**config.mk**
```make
export PLATFORM = sky130hd
export DESIGN_NAME = hazard_ctrl
export DESIGN_NICKNAME = d
export VERILOG_FILES = /design/src/rtl/hazard_ctrl.sv
export SDC_FILE = /design/constraint.sdc
export NUM_CORES = 1
export LEC_CHECK = 0
export ABC_CLOCK_PERIOD_IN_PS = 2100
export BUFFER_PORTS_ARGS = -buffer_cell sky130_fd_sc_hd__buf_2
export CORE_ASPECT_RATIO = 0.75
export CORE_UTILIZATION = 40
export DETAILED_ROUTE_END_ITERATION = 10
export GPL_TIMING_DRIVEN = 0
export PLACE_DENSITY = 0.76
export SLEW_MARGIN = 0
export SYNTH_ARGS = -nofsm -noshare
export SYNTH_HDL_FRONTEND = slang
export SYNTH_SLANG_ARGS = --single-unit
```
**constraint.sdc**
```tcl
create_clock -name Clk -period 2.1 [get_ports Clk]
set_input_delay 0.105 -clock Clk [delete_from_list [all_inputs] [get_ports Clk]]
set_output_delay 0.105 -clock Clk [all_outputs]
set_load 0.01 [all_outputs]
```
**src/rtl/hazard_ctrl.sv**
```systemverilog
// Pipeline sequencing controller: load-use stalls, multi-cycle EX occupancy
// and taken-branch flushes for the 5-stage core.
//
//   state   | meaning
//   --------+-----------------------------------------------------------
//   RUN     | normal flow; LU and EX_MulStart are evaluated here
//   LDSTALL | extra load-use bubble cycles after the first, cnt counts down
//   MULBUSY | EX held by a multiply/divide, cnt counts down to MulDone
module hazard_ctrl #(
   parameter int LOAD_STALLS = 1,
   parameter int MUL_LAT     = 4
) (
   input  logic        Clk,
   input  logic        Rst,
   input  logic [4:0]  ID_rs,
   input  logic [4:0]  ID_rt,
   input  logic        ID_UsesRs,
   input  logic        ID_UsesRt,
   input  logic        EX_MemRead,
   input  logic [4:0]  EX_rt,
   input  logic        EX_MulStart,
   input  logic        MEM_BranchTaken,
   output logic        PCWrite,
   output logic        IFID_Write,
   output logic        IFID_Flush,
   output logic        IDEX_Write,
   output logic        IDEX_Bubble,
   output logic        EXMEM_Bubble,
   output logic        MulDone,
   output logic [31:0] StallCycles
);

   typedef enum logic [1:0] {RUN, LDSTALL, MULBUSY} state_t;

   state_t     state, state_nxt;
   logic [3:0] cnt, cnt_nxt;
   logic       lu;

   assign lu = EX_MemRead & (EX_rt != 5'd0) &
               ((ID_UsesRs & (ID_rs == EX_rt)) | (ID_UsesRt & (ID_rt == EX_rt)));

   always_ff @(posedge Clk) begin
      if (Rst) begin
         state       <= RUN;
         cnt         <= 4'd0;
         StallCycles <= 32'd0;
      end else begin
         state <= state_nxt;
         cnt   <= cnt_nxt;
         if (!PCWrite && (StallCycles != 32'hFFFF_FFFF))
            StallCycles <= StallCycles + 32'd1;
      end
   end

   always_comb begin
      PCWrite      = 1'b1;
      IFID_Write   = 1'b1;
      IFID_Flush   = 1'b0;
      IDEX_Write   = 1'b1;
      IDEX_Bubble  = 1'b0;
      EXMEM_Bubble = 1'b0;
      MulDone      = 1'b0;
      state_nxt    = state;
      cnt_nxt      = cnt;

      if (Rst) begin
         PCWrite      = 1'b0;
         IFID_Write   = 1'b0;
         IFID_Flush   = 1'b1;
         IDEX_Bubble  = 1'b1;
         EXMEM_Bubble = 1'b1;
         state_nxt    = RUN;
         cnt_nxt      = 4'd0;
      end else if (MEM_BranchTaken) begin
         // A taken branch squashes everything younger, including any stall.
         IFID_Flush   = 1'b1;
         IDEX_Bubble  = 1'b1;
         EXMEM_Bubble = 1'b1;
         state_nxt    = RUN;
         cnt_nxt      = 4'd0;
      end else begin
         case (state)
            MULBUSY: begin
               PCWrite      = 1'b0;
               IFID_Write   = 1'b0;
               IDEX_Write   = 1'b0;
               EXMEM_Bubble = 1'b1;
               cnt_nxt      = cnt - 4'd1;
               if (cnt == 4'd1) begin
                  MulDone   = 1'b1;
                  state_nxt = RUN;
               end
            end
            LDSTALL: begin
               PCWrite     = 1'b0;
               IFID_Write  = 1'b0;
               IDEX_Bubble = 1'b1;
               cnt_nxt     = cnt - 4'd1;
               if (cnt == 4'd1)
                  state_nxt = RUN;
            end
            RUN: begin
               if (EX_MulStart) begin
                  PCWrite      = 1'b0;
                  IFID_Write   = 1'b0;
                  IDEX_Write   = 1'b0;
                  EXMEM_Bubble = 1'b1;
                  state_nxt    = MULBUSY;
                  cnt_nxt      = 4'(MUL_LAT - 1);
               end else if (lu) begin
                  PCWrite     = 1'b0;
                  IFID_Write  = 1'b0;
                  IDEX_Bubble = 1'b1;
                  if (LOAD_STALLS > 1) begin
                     state_nxt = LDSTALL;
                     cnt_nxt   = 4'(LOAD_STALLS - 1);
                  end
               end
            end
            default: begin
               state_nxt = RUN;
               cnt_nxt   = 4'd0;
            end
         endcase
      end
   end

endmodule

```
# ---- After elaboration in Yosys (flattened, before gate mapping)
# Cells that the tools add are included.
dict set report word_totals {
  ff_bits 38
  out_inout_bits 39
  elab_cells 54
  input_bits 22
}
dict set report classes {
  eq_ne 8
  bitwise_logic 5
  add_sub_neg 2
  n_reduce_logical 7
  muxes 29
}
# op count
set op_table {}
lappend op_table {{32-bit by 1-bit adder with 32-bit output (second input constant)} 1}
lappend op_table {{32-bit != test (second input constant)} 1}
lappend op_table {{1-bit two-way mux} 20}
lappend op_table {{5-bit == test} 2}
lappend op_table {{1-bit one-hot mux with 2 select lines} 4}
lappend op_table {{4-bit one-hot mux with 2 select lines} 1}
lappend op_table {{5-bit nonzero test} 1}
lappend op_table {{1-bit bitwise AND} 4}
lappend op_table {{4-bit by 1-bit == test with 1-bit output (second input constant)} 1}
lappend op_table {{2-bit two-way mux} 2}
lappend op_table {{4-bit two-way mux} 1}
lappend op_table {{2-bit one-hot mux with 2 select lines} 1}
lappend op_table {{2-bit OR reduction} 2}
lappend op_table {{4-bit by 1-bit subtractor with 4-bit output (second input constant)} 1}
lappend op_table {{2-bit by 1-bit == test with 1-bit output (second input constant)} 1}
lappend op_table {{2-bit == test (second input constant)} 1}
lappend op_table {{2-bit zero test} 1}
lappend op_table {{2-bit by 1-bit != test with 1-bit output (second input constant)} 1}
lappend op_table {{2-bit != test (second input constant)} 1}
lappend op_table {{2-bit AND reduction} 1}
lappend op_table {{1-bit logical AND} 1}
lappend op_table {{1-bit zero test} 1}
lappend op_table {{1-bit bitwise OR} 1}

# ---- Depth between registers and ports, before layout
dict set report depth {
  word_depth 11
  depth_mapped 10
  ltp_nobuf 6
}

# ---- Least setup slack after synthesis
# No wires, ideal clock.
dict set report synth_timing {
  kind {flip-flop to flip-flop}
  start {register StallCycles[0]}
  end {register StallCycles[10]}
  setup_ns 0.121
  arrival_time_ns 1.862
  t_required_ns 1.979
  stages_incl_launch_ff 10
  path_slack_ns 0.117
  cell_sequence {dfxtp_1 ha_1 and3_1 buf_2 nand4_1 nand3_2 buf_4 buf_6 nor3_1 mux2_2}
}
dict set report synth_via {
  elab_chain_cells 2
}
# element line_no
set synth_rtl {}
lappend synth_rtl {{start: declaration} 30} ;# output logic [31:0] StallCycles
lappend synth_rtl {{start signal: assignment} 51} ;# StallCycles <= StallCycles + 32'd1;
lappend synth_rtl {{parallel branches: the longest is 2 deep, another holds 32-bit by 1-bit adder with 32-bit output} n/a}
# Several ways; the timed one is not identified.
# A chain may end at the register's enable or synchronous reset.

# ---- Final worst setup path
dict set report layout_timing {
  start {register StallCycles[5]}
  end {register StallCycles[3]}
}
dict set report layout_via {
  elab_chain_cells 2
}
# element line_no
set layout_rtl {}
lappend layout_rtl {{32-bit != test} 50} ;# if (!PCWrite && (StallCycles != 32'hFFFF_FFFF))
lappend layout_rtl {{1-bit logical AND} 50}
# No other way between the ends.

==> reports/results.txt <==
Tmin final -> 2.03 ns
I/O pins -> 61
Cell area after layout -> 0.00284 mm²
Mapped cell area -> 0.00213 mm²
Kind of end point of the critical path -> flop
RSZ-0062 raised after global routing -> true
Sw Ratio -> 0.289
Fin. Hold Viols -> 0
Critical path buffer and inverter count -> 4
Die footprint -> 0.00562 mm²
Die height -> 65.2 µm
Status -> finished, final reports clean
Worst-case clock skew -> 0.0115 ns
Critical Path Source Type -> flop
Total CTS buffers -> 5
#FFs+latches synth -> 37
Starting Density -> 0.425
Fin cells -> 408
CTS H-tree depth -> 2
Critical Path Fanout Max -> 10
Post-Syn Nets -> 285
CTS clock-pin slew for the worst setup and hold paths -> 0.08 ns
FFs w/ async S/R, synth -> 0
Drt initial violations -> 159
Dpl ws -> -0.122 ns
Gate Count Post-Synth -> 260
CP top delay family -> simple AND/OR/NAND/NOR gates
Internal power -> 1.02 mW
Worst hold margin -> 0.212 ns
Die W -> 86.2 µm
Slew Limit Fails -> 0
DRC violations left -> 0
Port bufs -> 60
Largest net degree at the start of global routing -> 13
NetSw -> 0.416 mW
Initial antenna violation count -> 0
ANT cells -> 0
Placed inst area -> 0.00252 mm²
Peak supply drop -> 0.201 mV
CP max-delay cell -> dfxtp_4
Routed Antenna Nets -> 0
Clk pwr share -> 0.355
Site row count -> 22
Hold endpoint -> StallCycles[6]
Slew HR -> 0.603
Reg2reg setup slack -> 0.07 ns
Most common cell in the netlist -> dfxtp_1
Max-cap violations -> 0
Syn-to-layout area delta -> 33.3%
WP data required -> 2.27 ns
DP HPWL -> 4120 µm
Synth area leaders -> dfxtp_1 35%, a21oi_1 5.9%, or4_1 4.6%
Grt total ovfl -> 0
Most frequent cells after synthesis -> 37 x dfxtp_1, 25 x a21oi_1, 20 x nand2_1
Nets@finish -> 360
RePlAce Congestion -> 0.821
Worst path most repeated cell -> buf_8
Leak pwr -> 1.10 nW
Slew of the pin with the lowest slew margin -> 0.596 ns
Ratio of cells with drive above 1 in the final layout -> 0.384
# fillers -> 459
CTS Sinks -> 37
Post-synthesis sequential area ratio -> 0.348
Clk buf depth -> 2
Seq pwr share -> 0.500
Drt first pass iters -> 4
FF-to-FF Start -> StallCycles[5]
DR WL/cell -> 14.5 µm
Final Cycle Share -> 0.966
Fmax -> 493 MHz
Critical path class -> reg -> reg
Critical Path AT -> 2.20 ns
Mean area per synthesized cell -> 8.18 µm²
Comb pwr share -> 0.145
Worst Setup Slack, final -> 0.0718 ns
Power density over the cells -> 507 mW/mm²
Worst skew pair latency -> 0.30 ns
Ys flop type -> dfxtp_1
Register-to-Register Path Depth -> 10
Synth cell types -> 47
WHS Path Cells -> 3
Via Count -> 2321
Top cell type by total area after synthesis -> dfxtp_1
Post-synth EDFFs -> 0
Hold Crit Start -> Rst
Clk root buf -> clkbuf_8
Critical Path Max Stage Delay -> 0.37 ns
CTS tree -> yes
Hold WC Path Type -> in -> reg
Routed wire length -> 5900 µm
Vias per inst -> 5.69
Vias in the first global route -> 2003
Setup violations, final -> 0
CP Cell Sequence -> and4_4 > and3_1 > buf_4 > nand4_1 > nand3_2 > buf_6 > buf_8 > buf_8 > o21ai_0 > a21oi_2
Total GRT Usage -> 0.210
Core area -> 0.00501 mm²
Number of synthesis warnings -> 0
Synth top area share -> 0.348
First-pass GRT wire length -> 9370 µm
Worst r2r dst -> StallCycles[3]
Final Core Density -> 0.566
Placed Cells -> 392
## worst reg2reg max path, cell delays in order (launching register included)
cell     delay, ns
dfxtp_4       0.37
and4_4        0.20
and3_1        0.18
buf_4         0.16
nand4_1       0.14
nand3_2       0.11
buf_6         0.16
buf_8         0.14
buf_8         0.14
o21ai_0       0.23
a21oi_2       0.08
## worst max path at each step
| stage | endpoint | slack, ns | start | cells after the start |
|---|---|---|---|---|
| after floorplan | StallCycles[10] | 0.12 | StallCycles[0] | 9 |
| after global placement | StallCycles[21] | -0.07 | StallCycles[0] | 8 |
| after detailed placement | StallCycles[21] | -0.12 | StallCycles[2] | 6 |
| after CTS | StallCycles[29] | 0.01 | StallCycles[15] | 6 |
| after global routing | StallCycles[13] | -0.02 | StallCycles[2] | 6 |
| final | StallCycles[3] | 0.07 | StallCycles[5] | 10 |
## cells in the final DEF (no fill, tap or decap), types with 2 or more instances in the layout
cell type and count:
buf_2 62, dfxtp_1 22, a21oi_1 22, nand2_1 20, nor2_1 15, inv_1 13
nand3_1 13, buf_4 12, or4_1 12, xnor2_1 11, o31ai_1 11, nand4_1 9
dfxtp_4 8, o21ai_0 8, dfxtp_2 7, nor3_1 6, and3_1 6, or3_1 6
o21a_1 5, clkbuf_8 5, clkbuf_1 4, mux2_2 4, a21oi_2 3, nor3_2 3
nor2b_1 3, a21boi_0 2, nor4_4 2, buf_6 2, buf_8 2, or2_2 2
nor4_1 2, ha_1 2, clkinv_2 2
## repair_timing
item | in CTS | in global routing
pin swaps | 1 | 12
endpoints found under the setup margin | 28 | 28
resized for setup | 13 | 41
hold buffers | 0 | 0
buffers inserted | 0 | 9
## metrics by stage
stage | setup TNS, ns | total power, mW
finish | 0 | 1.44
global route | -0.0718 | 1.49
CTS | 0 | 1.42
detailed placement | -0.968 | 0.929
global placement | -0.238 | 0.924
floorplan | 0 | 0.855
## registers in the layout, summed over array words and instances (netlist names)
register	flops
cnt	4
state	1
StallCycles	32
## cell families after synthesis
logic type | share of synthesized area
fa+ha+maj | 0.0176
mux | 0.0259
flops | 0.348
xor+xnor | 0.0494
buf+inv | 0.0594
compound gates | 0.196
simple gates | 0.303
## cell type report
type,count,area (µm²),share of cell area
Buffer,13,100,0.0353
Inverter,13,48.8,0.0172
Tap cell,72,90.1,0.0318
Timing Repair Buffer,69,368,0.130
Clock inverter,3,17.5,0.00618
Sequential cell,37,779,0.275
Multi-Input combinational cell,196,1360,0.481
Clock buffer,5,68.8,0.0243
## power groups by stage
stage	Sequential (mW)	Combinational, mW	Clock [mW]
floorplan	0.740	0.114	0
global placement	0.740	0.184	0
detailed placement	0.741	0.188	0
CTS	0.726	0.192	0.506
global route	0.721	0.229	0.542
finish	0.719	0.208	0.511
## routing by layer
layer | vias up | share of wire | track usage
li1 | 1117 | - | -
met1 | 1076 | 0.47 | 0.301
met2 | 118 | 0.44 | 0.320
met3 | 10 | 0.076 | 0.0377
met4 | 0 | 0.012 | 0.0646
met5 | - | 0 | 0
(Power assumes the default switching activity.)
